### src/rtl/present_pkg.sv
// present_pkg: shared definitions for the PRESENT nibble substitution datapath.
// Holds the forward/inverse S-box tables, the sequencer state type and the
// nibble width. Consumers: sbox_lut, substitution_seq.
package present_pkg;

  localparam int unsigned NIBBLE_W = 4;

  typedef enum logic [1:0] {
    ST_IDLE = 2'd0,
    ST_BUSY = 2'd1,
    ST_DONE = 2'd2
  } state_t;

  // Tables packed with entry 0 in bits [3:0], entry F in bits [63:60].
  // Forward: C,5,6,B,9,0,A,D,3,E,F,8,4,7,1,2
  localparam logic [63:0] SBOX_FWD = 64'h21748FE3DA09B65C;
  // Inverse: 5,E,F,8,C,1,2,D,B,4,6,3,0,7,9,A
  localparam logic [63:0] SBOX_INV = 64'hA970364BD21C8FE5;

  function automatic logic [3:0] sbox_lookup(input logic [63:0] tbl,
                                             input logic [3:0]  idx);
    return tbl[{idx, 2'b00} +: 4];
  endfunction

endpackage

### src/rtl/sbox_lut.sv
// sbox_lut: single 4-bit PRESENT S-box, forward or inverse by i_inv.
module sbox_lut
  import present_pkg::*;
(
  input  logic [NIBBLE_W-1:0] i_nib,
  input  logic                i_inv,
  output logic [NIBBLE_W-1:0] o_nib
);

  // Table lookup, inverse table selected when i_inv is set
  always_comb begin
    o_nib = i_inv ? sbox_lookup(SBOX_INV, i_nib) : sbox_lookup(SBOX_FWD, i_nib);
  end

endmodule

### src/rtl/substitution_seq.sv
// substitution_seq: multi-cycle PRESENT S-box layer over a WIDTH-bit state.
// LANES nibbles are substituted per cycle, low nibbles first, so a word takes
// WIDTH/(4*LANES) BUSY cycles. Valid/ready handshake on both sides.
// Optional feature: define SUBSTITUTION_INVERSE_EN to add inv_i, which selects
// the inverse S-box for the accepted word.
module substitution_seq
  import present_pkg::*;
#(
  parameter int unsigned WIDTH = 64,
  parameter int unsigned LANES = 4
) (
  input  logic             clk,
  input  logic             rst,
  input  logic             flush_i,
`ifdef SUBSTITUTION_INVERSE_EN
  input  logic             inv_i,
`endif
  input  logic             in_valid_i,
  output logic             in_ready_o,
  input  logic [WIDTH-1:0] data_i,
  output logic             out_valid_o,
  input  logic             out_ready_i,
  output logic [WIDTH-1:0] data_o
);

  localparam int unsigned NNIB  = WIDTH / NIBBLE_W;
  localparam int unsigned NPASS = WIDTH / (NIBBLE_W * LANES);
  localparam int unsigned CW    = (NPASS > 1) ? $clog2(NPASS) : 1;
  localparam logic [CW-1:0] LAST_CNT = CW'(NPASS - 1);

  generate
    if (LANES < 1 || LANES > NNIB) begin : g_bad_lanes
      $error("substitution_seq: LANES must be in 1..WIDTH/4");
    end
    if (WIDTH % (NIBBLE_W * LANES) != 0) begin : g_bad_width
      $error("substitution_seq: WIDTH must be a multiple of 4*LANES");
    end
  endgenerate

  state_t                r_state;
  logic [CW-1:0]         r_cnt;
  logic [WIDTH-1:0]      r_data;
  logic                  r_out_valid;
  logic                  w_inv;
  logic                  w_accept;
  logic [WIDTH-1:0]      w_next;
  logic [NIBBLE_W-1:0]   w_lane_in  [LANES];
  logic [NIBBLE_W-1:0]   w_lane_out [LANES];

`ifdef SUBSTITUTION_INVERSE_EN
  logic r_inv;
  assign w_inv = r_inv;
`else
  assign w_inv = 1'b0;
`endif

  assign in_ready_o  = (r_state == ST_IDLE) || ((r_state == ST_DONE) && out_ready_i);
  assign w_accept    = in_valid_i && in_ready_o;
  assign out_valid_o = r_out_valid;
  assign data_o      = r_data;

  // Gather the nibbles of the current pass into the lane inputs
  always_comb begin
    for (int unsigned l = 0; l < LANES; l++) begin
      w_lane_in[l] = '0;
    end
    for (int unsigned k = 0; k < NNIB; k++) begin
      if (CW'(k / LANES) == r_cnt) begin
        w_lane_in[k % LANES] = r_data[k*NIBBLE_W +: NIBBLE_W];
      end
    end
  end

  for (genvar l = 0; l < LANES; l++) begin : g_lane
    sbox_lut u_sbox (
      .i_nib (w_lane_in[l]),
      .i_inv (w_inv),
      .o_nib (w_lane_out[l])
    );
  end

  // Scatter substituted lanes back into the current pass, other nibbles held
  always_comb begin
    w_next = r_data;
    for (int unsigned k = 0; k < NNIB; k++) begin
      if (CW'(k / LANES) == r_cnt) begin
        w_next[k*NIBBLE_W +: NIBBLE_W] = w_lane_out[k % LANES];
      end
    end
  end

  // Sequencer: load, step passes, hold result until consumed
  always_ff @(posedge clk or posedge rst) begin
    if (rst) begin
      r_state     <= ST_IDLE;
      r_cnt       <= '0;
      r_data      <= '0;
      r_out_valid <= 1'b0;
`ifdef SUBSTITUTION_INVERSE_EN
      r_inv       <= 1'b0;
`endif
    end else if (flush_i) begin
      r_state     <= ST_IDLE;
      r_cnt       <= '0;
      r_out_valid <= 1'b0;
    end else begin
      unique case (r_state)
        // IDLE and DONE share the load path; w_accept already folds in
        // out_ready_i for DONE so a consumed result can chain a new word.
        ST_IDLE, ST_DONE: begin
          if (w_accept) begin
            r_data      <= data_i;
            r_cnt       <= '0;
            r_state     <= ST_BUSY;
            r_out_valid <= 1'b0;
`ifdef SUBSTITUTION_INVERSE_EN
            r_inv       <= inv_i;
`endif
          end else if ((r_state == ST_DONE) && out_ready_i) begin
            r_state     <= ST_IDLE;
            r_out_valid <= 1'b0;
          end
        end
        ST_BUSY: begin
          r_data <= w_next;
          if (r_cnt == LAST_CNT) begin
            r_cnt       <= '0;
            r_state     <= ST_DONE;
            r_out_valid <= 1'b1;
          end else begin
            r_cnt <= r_cnt + 1'b1;
          end
        end
        default: begin
          r_state     <= ST_IDLE;
          r_cnt       <= '0;
          r_out_valid <= 1'b0;
        end
      endcase
    end
  end

endmodule

### config.mk
export PLATFORM = sky130hd
export DESIGN_NAME = substitution_seq
export DESIGN_NICKNAME = d
export VERILOG_FILES = /design/src/rtl/present_pkg.sv /design/src/rtl/sbox_lut.sv /design/src/rtl/substitution_seq.sv
export SDC_FILE = /design/constraint.sdc
export NUM_CORES = 1
export LEC_CHECK = 0
export ABC_AREA = 1
export CORE_UTILIZATION = 54
export DETAILED_ROUTE_END_ITERATION = 16
export HOLD_SLACK_MARGIN = 0.06
export PLACE_DENSITY = 0.91
export RECOVER_POWER = 50
export SYNTH_ARGS = -nofsm -noshare
export SYNTH_HDL_FRONTEND = slang
export SYNTH_HIERARCHICAL = 1
export SYNTH_SLANG_ARGS = --single-unit
### constraint.sdc
create_clock -name clk -period 6.2 [get_ports clk]
set_input_delay 1.24 -clock clk [delete_from_list [all_inputs] [get_ports clk]]
set_output_delay 1.24 -clock clk [all_outputs]
set_load 0.02 [all_outputs]
# Yosys cells after proc, flatten, opt, wreduce, memory -nomap -nowiden
# Cells that the tools add are included.
# classes
n_addsub	1
n_mul	0
n_div	0
n_lt_le_gt_ge	0
n_eq_ne	14
shifts	4
muxes	48
bitwise	1
reduce_logical	12
# ops
cell	count
64-bit by 7-bit indexed part select with 4-bit output (first input constant)	4
4-bit 2-to-1 mux	32
64-bit case mux with 2 select lines	1
64-bit 2-to-1 mux	1
4-bit AND reduction	4
2-bit 2-to-1 mux	7
2-bit != test (second input constant)	5
2-bit case mux with 2 select lines	2
3-bit != test (second input constant)	2
2-bit == test (first input constant)	2
2-bit == test (second input constant)	2
2-bit zero test	2
1-bit 2-to-1 mux	4
4-bit != test (second input constant)	1
2-bit by 1-bit adder with 2-bit output (second input constant)	1
1-bit by 2-bit == test with 1-bit output (first input constant)	1
2-bit by 1-bit == test with 1-bit output (second input constant)	1
1-bit logical AND	2
1-bit case mux with 2 select lines	1
2-bit AND reduction	1
2-bit nonzero test	1
2-bit OR reduction	1
1-bit logical OR	1
1-bit inverter	1
# totals
ff_bits	69
latchBits	0
ram_bits	0
mem_bits_ro	0
in_bits	69
out_inout_bits	66
elab_cells	87
memories	0

# Depth between registers and ports, before layout
# depth
ltp_word	8
depth_mapped	20
mapped_depth_nobuf	18

# Modules after synthesis
# The synthesis kept the hierarchy.
# by_module_without_submodules
module	instances	cells_each	area_each_um2	seq_area_each_um2
substitution_seq	1	595	3982.6	1701.6
sbox_lut	4	63	339.1	0.0

# Worst setup path after synthesis
# Ideal clock, no wire load.
# synth_timing
path_kind	input port to output port
start	input out_ready_i
end	output in_ready_o
arrival_ps	1614
t_required_ps	4960
path_slack_ps	3346
stages	2
n_path_buf	0
path_cell_list	inv_1 a21oi_1
# synth_via
elab_chain_cells	2
# synth_lines
element	line_no	source
from (decl)	substitution_seq.sv:22	input logic out_ready_i,
1-bit logical AND	substitution_seq.sv:57	assign in_ready_o = (r_state == ST_IDLE) || ((r_state == ST_DONE) && out_ready_i);
1-bit logical OR	substitution_seq.sv:57	
to (decl)	substitution_seq.sv:19	output logic in_ready_o,
# Every way passes these cells.

# Final worst setup path
# Same ends and word-level chain as after synthesis.

==> metrics.md <==
| Metric | Value |
|---|---|
| Reg-to-reg critical path startpoint | `r_cnt[1]` |
| Antenna cell count | `0` |
| Achievable Freq | `0.267 GHz` |
| Endpoint of the lowest-slack register-to-register path | `data_o[40]` |
| Leading cell types in the layout, fill and taps excluded | `426 x nand2_1, 104 x nand3_1, 103 x clkdlybuf4s50_1` |
| Critical path required time | `4.96 ns` |
| Largest cells by area after synthesis | `dfrtp_1 32%, nand2_1 30%, nand3_1 9.7%` |
| Clk Latency, worst-skew pair | `0.35 ns` |
| Final routed wirelength across all metal layers | `16.3 mm` |
| Worst supply voltage drop on vdd | `0.237 mV` |
| Worst reg2reg setup slack | `2.48 ns` |
| Cell Area, Synth | `0.00534 sq mm` |
| Hold WC Path Type | `register to register` |
| Core area | `0.00942 sq mm` |
| Worst-path fanout max | `2` |
| Share of Yosys cell area claimed by the top area cell type | `31.9%` |
| Number of flip-flops and latches in the synthesized netlist | `68` |
| Count of buffers from port buffering | `134` |
| Startpoint of the most critical hold path | `data_o[16]` |
| Outcome | `complete, no violations` |
| Post-route ant nets | `0` |
| Maximum number of pins on one net before global-route repair | `71` |
| Clock-pin slew reported for the worst setup and hold paths after clock tree synthesis | `0.08 ns` |
| CTS hold repair buffers | `0` |
| Slowest stage cell on the critical path | `clkdlybuf4s50_1` |
| Cell count after synthesis | `847` |
| Syn-to-layout area delta | `29.3%` |
| Seq/Total Area, Yosys | `31.9%` |
| Post-route DRC violation count | `0` |
| Gp weighted congestion | `0.956` |
| Setup Viol. Count Final | `0` |
| Post-route non-filler standard cell count | `1,111` |
| Initial antenna violation count | `0` |
| Number of hold-slack violations in the final timing report | `0` |
| Die boundary width | `101 um` |
| Vias in the first global route | `5,581` |
| Cell Rows | `35` |
| Per-cell via count in the routed design | `5.34` |
| Global-route wire length before repair | `26.1 mm` |
| Global-route usage over all layers | `32.6%` |
| Number of top-level pins | `135` |
| Hold path depth | `2` |
| RSZ-0062 raised after global routing | `no` |
| Dominant cell type by area after synthesis | `dfrtp_1` |
| Die height | `101 um` |
| WL/cell | `14.6 um` |
| Delay of the slowest critical-path stage | `0.61 ns` |
| Buffers from clock root to sink, at most | `2` |
| Post-Syn Area per Cell | `6.30 sq um` |
| Net count of the finished layout | `1,082` |
| H-tree level count | `3` |
| Number of distinct library cells after synthesis | `21` |
| Dominant cell type by count on the critical path | `clkdlybuf4s50_1` |
| Measured slew at the worst slew-check pin | `1.04 ns` |
| Setup crit end kind | `output pin` |
| Initial core utilization | `56.7%` |
| Yosys warns | `6` |
| Number of fillers in the final layout | `756` |
| Final HPWL DP | `11.1 mm` |
| Setup skew after layout | `0.0146 ns` |
| Post-CTS sizing | `0` |
| Tmin final | `3.74 ns` |
| CTS tree | `built` |
| # Post-CTS Setup Buffers | `0` |
| # clock sinks | `68` |
| Slew headroom | `30.8%` |
| Static Leakage | `3.75 nW` |
| Number of buffers added by the clock tree synthesis step | `9` |
| Max-slew violation count | `0` |
| Proportion of layout cells with a drive suffix above 1 | `4.89%` |
| Vias post-DR | `5,933` |
| CP startpoint kind | `input port` |
| Kind of critical path | `input port to output pin` |
| Final worst-path cycle share | `60.4%` |
| Worst hold endpoint | `data_o[16]` |
| Post-route setup TNS | `0 ns` |
| Die area | `0.0103 sq mm` |
| First-iteration detailed-routing DRC count | `411` |
| Total placed cells including tap cells | `1,095` |
| Cell chain of the critical path | `clkdlybuf4s50_1 -> inv_1 -> a21oi_1 -> clkdlybuf4s50_1` |
| Final-layout worst hold slack | `0.498 ns` |
| Power, Total | `0.00340 W` |
| Arrival time at the worst endpoint | `2.50 ns` |
| GR Overflow Total | `0` |
| Depth of the worst register-to-register path | `17` |
| MaxCap Viol Count | `0` |
| Power per cell area | `492 mW/mm^2` |
| Most common cell after layout, fill and taps aside | `nand2_1` |
| 1st-pass router iterations | `7` |
| CTS root buffer | `clkbuf_8` |
[metal layers]
metal  track usage, %  routed length, um  share of wire, %
met2             55.2               7710                47
met4             18.8                794               4.9
met1             40.2               6370                39
met5                0                  0                 0
met3             4.07               1380               8.5
[report_power, final]
| part | total (W) | switching (W) | internal [W] |
|---|---|---|---|
| sequential | 0.000830 | 0.000183 | 0.000647 |
| combinational | 0.00215 | 0.00136 | 0.000792 |
| clock | 0.000412 | 0.000185 | 0.000228 |
| total | 0.00340 | 0.00173 | 0.00167 |
[critical path, delay by kind of cell]
family | cells | cell delay [ns]
compound gates | 1 | 0.12
buf+inv | 3 | 1.15
[sequential cells by signal, summed over array words and instances, names as in the netlist]
register,count
r_cnt,2
r_state,2
data_o,64
[cell usage after synthesis, drive strengths merged]
library cell and number:
mux2i 1, conb 1, a21oi 47, dfrtp 68
nand2 433, clkbuf 10, clkinv 1, buf 31
ha 36, inv 52, nand3 105, o21ai 29
nor2 33
[cells by family after synthesis]
group           Yosys count  share of synthesized area [%]
buf+inv                  94                           8.62
flops                    68                           31.9
fa+ha+maj                36                           8.44
mux                       1                          0.187
simple gates            571                           43.1
compound gates           76                           7.69
other cells               1                         0.0702
[metrics by stage]
stage               utilization (%)  area, sq um  worst slack, ns
finish                         73.3         6900             2.46
global route                   73.3         6900             2.19
CTS                            73.3         6900             2.47
detailed placement             71.0         6690             2.46
global placement               71.0         6690             2.47
floorplan                         -         5430             3.25
[how the worst max path moves through the flow]
stage,start,to,slack (ns),cells after the start
finish,out_ready_i,in_ready_o,2.46,4
global route,r_cnt[1],data_o[47],2.19,18
CTS,out_ready_i,in_ready_o,2.47,4
detailed placement,out_ready_i,in_ready_o,2.46,4
global placement,out_ready_i,in_ready_o,2.47,4
floorplan,rst,data_o[0],3.25,1
[layout make-up]
type                            count  area [sq um]  area share [%]
Multi-Input combinational cell    708          3260            47.3
Sequential cell                    68          1700            24.6
Timing Repair Buffer              137          1360            19.8
Inverter                           53           199            2.88
Tap cell                          129           161            2.34
Clock buffer                       10           128            1.85
Clock inverter                      6          87.6            1.27
Note: power is estimated with default switching activity, not from simulation.
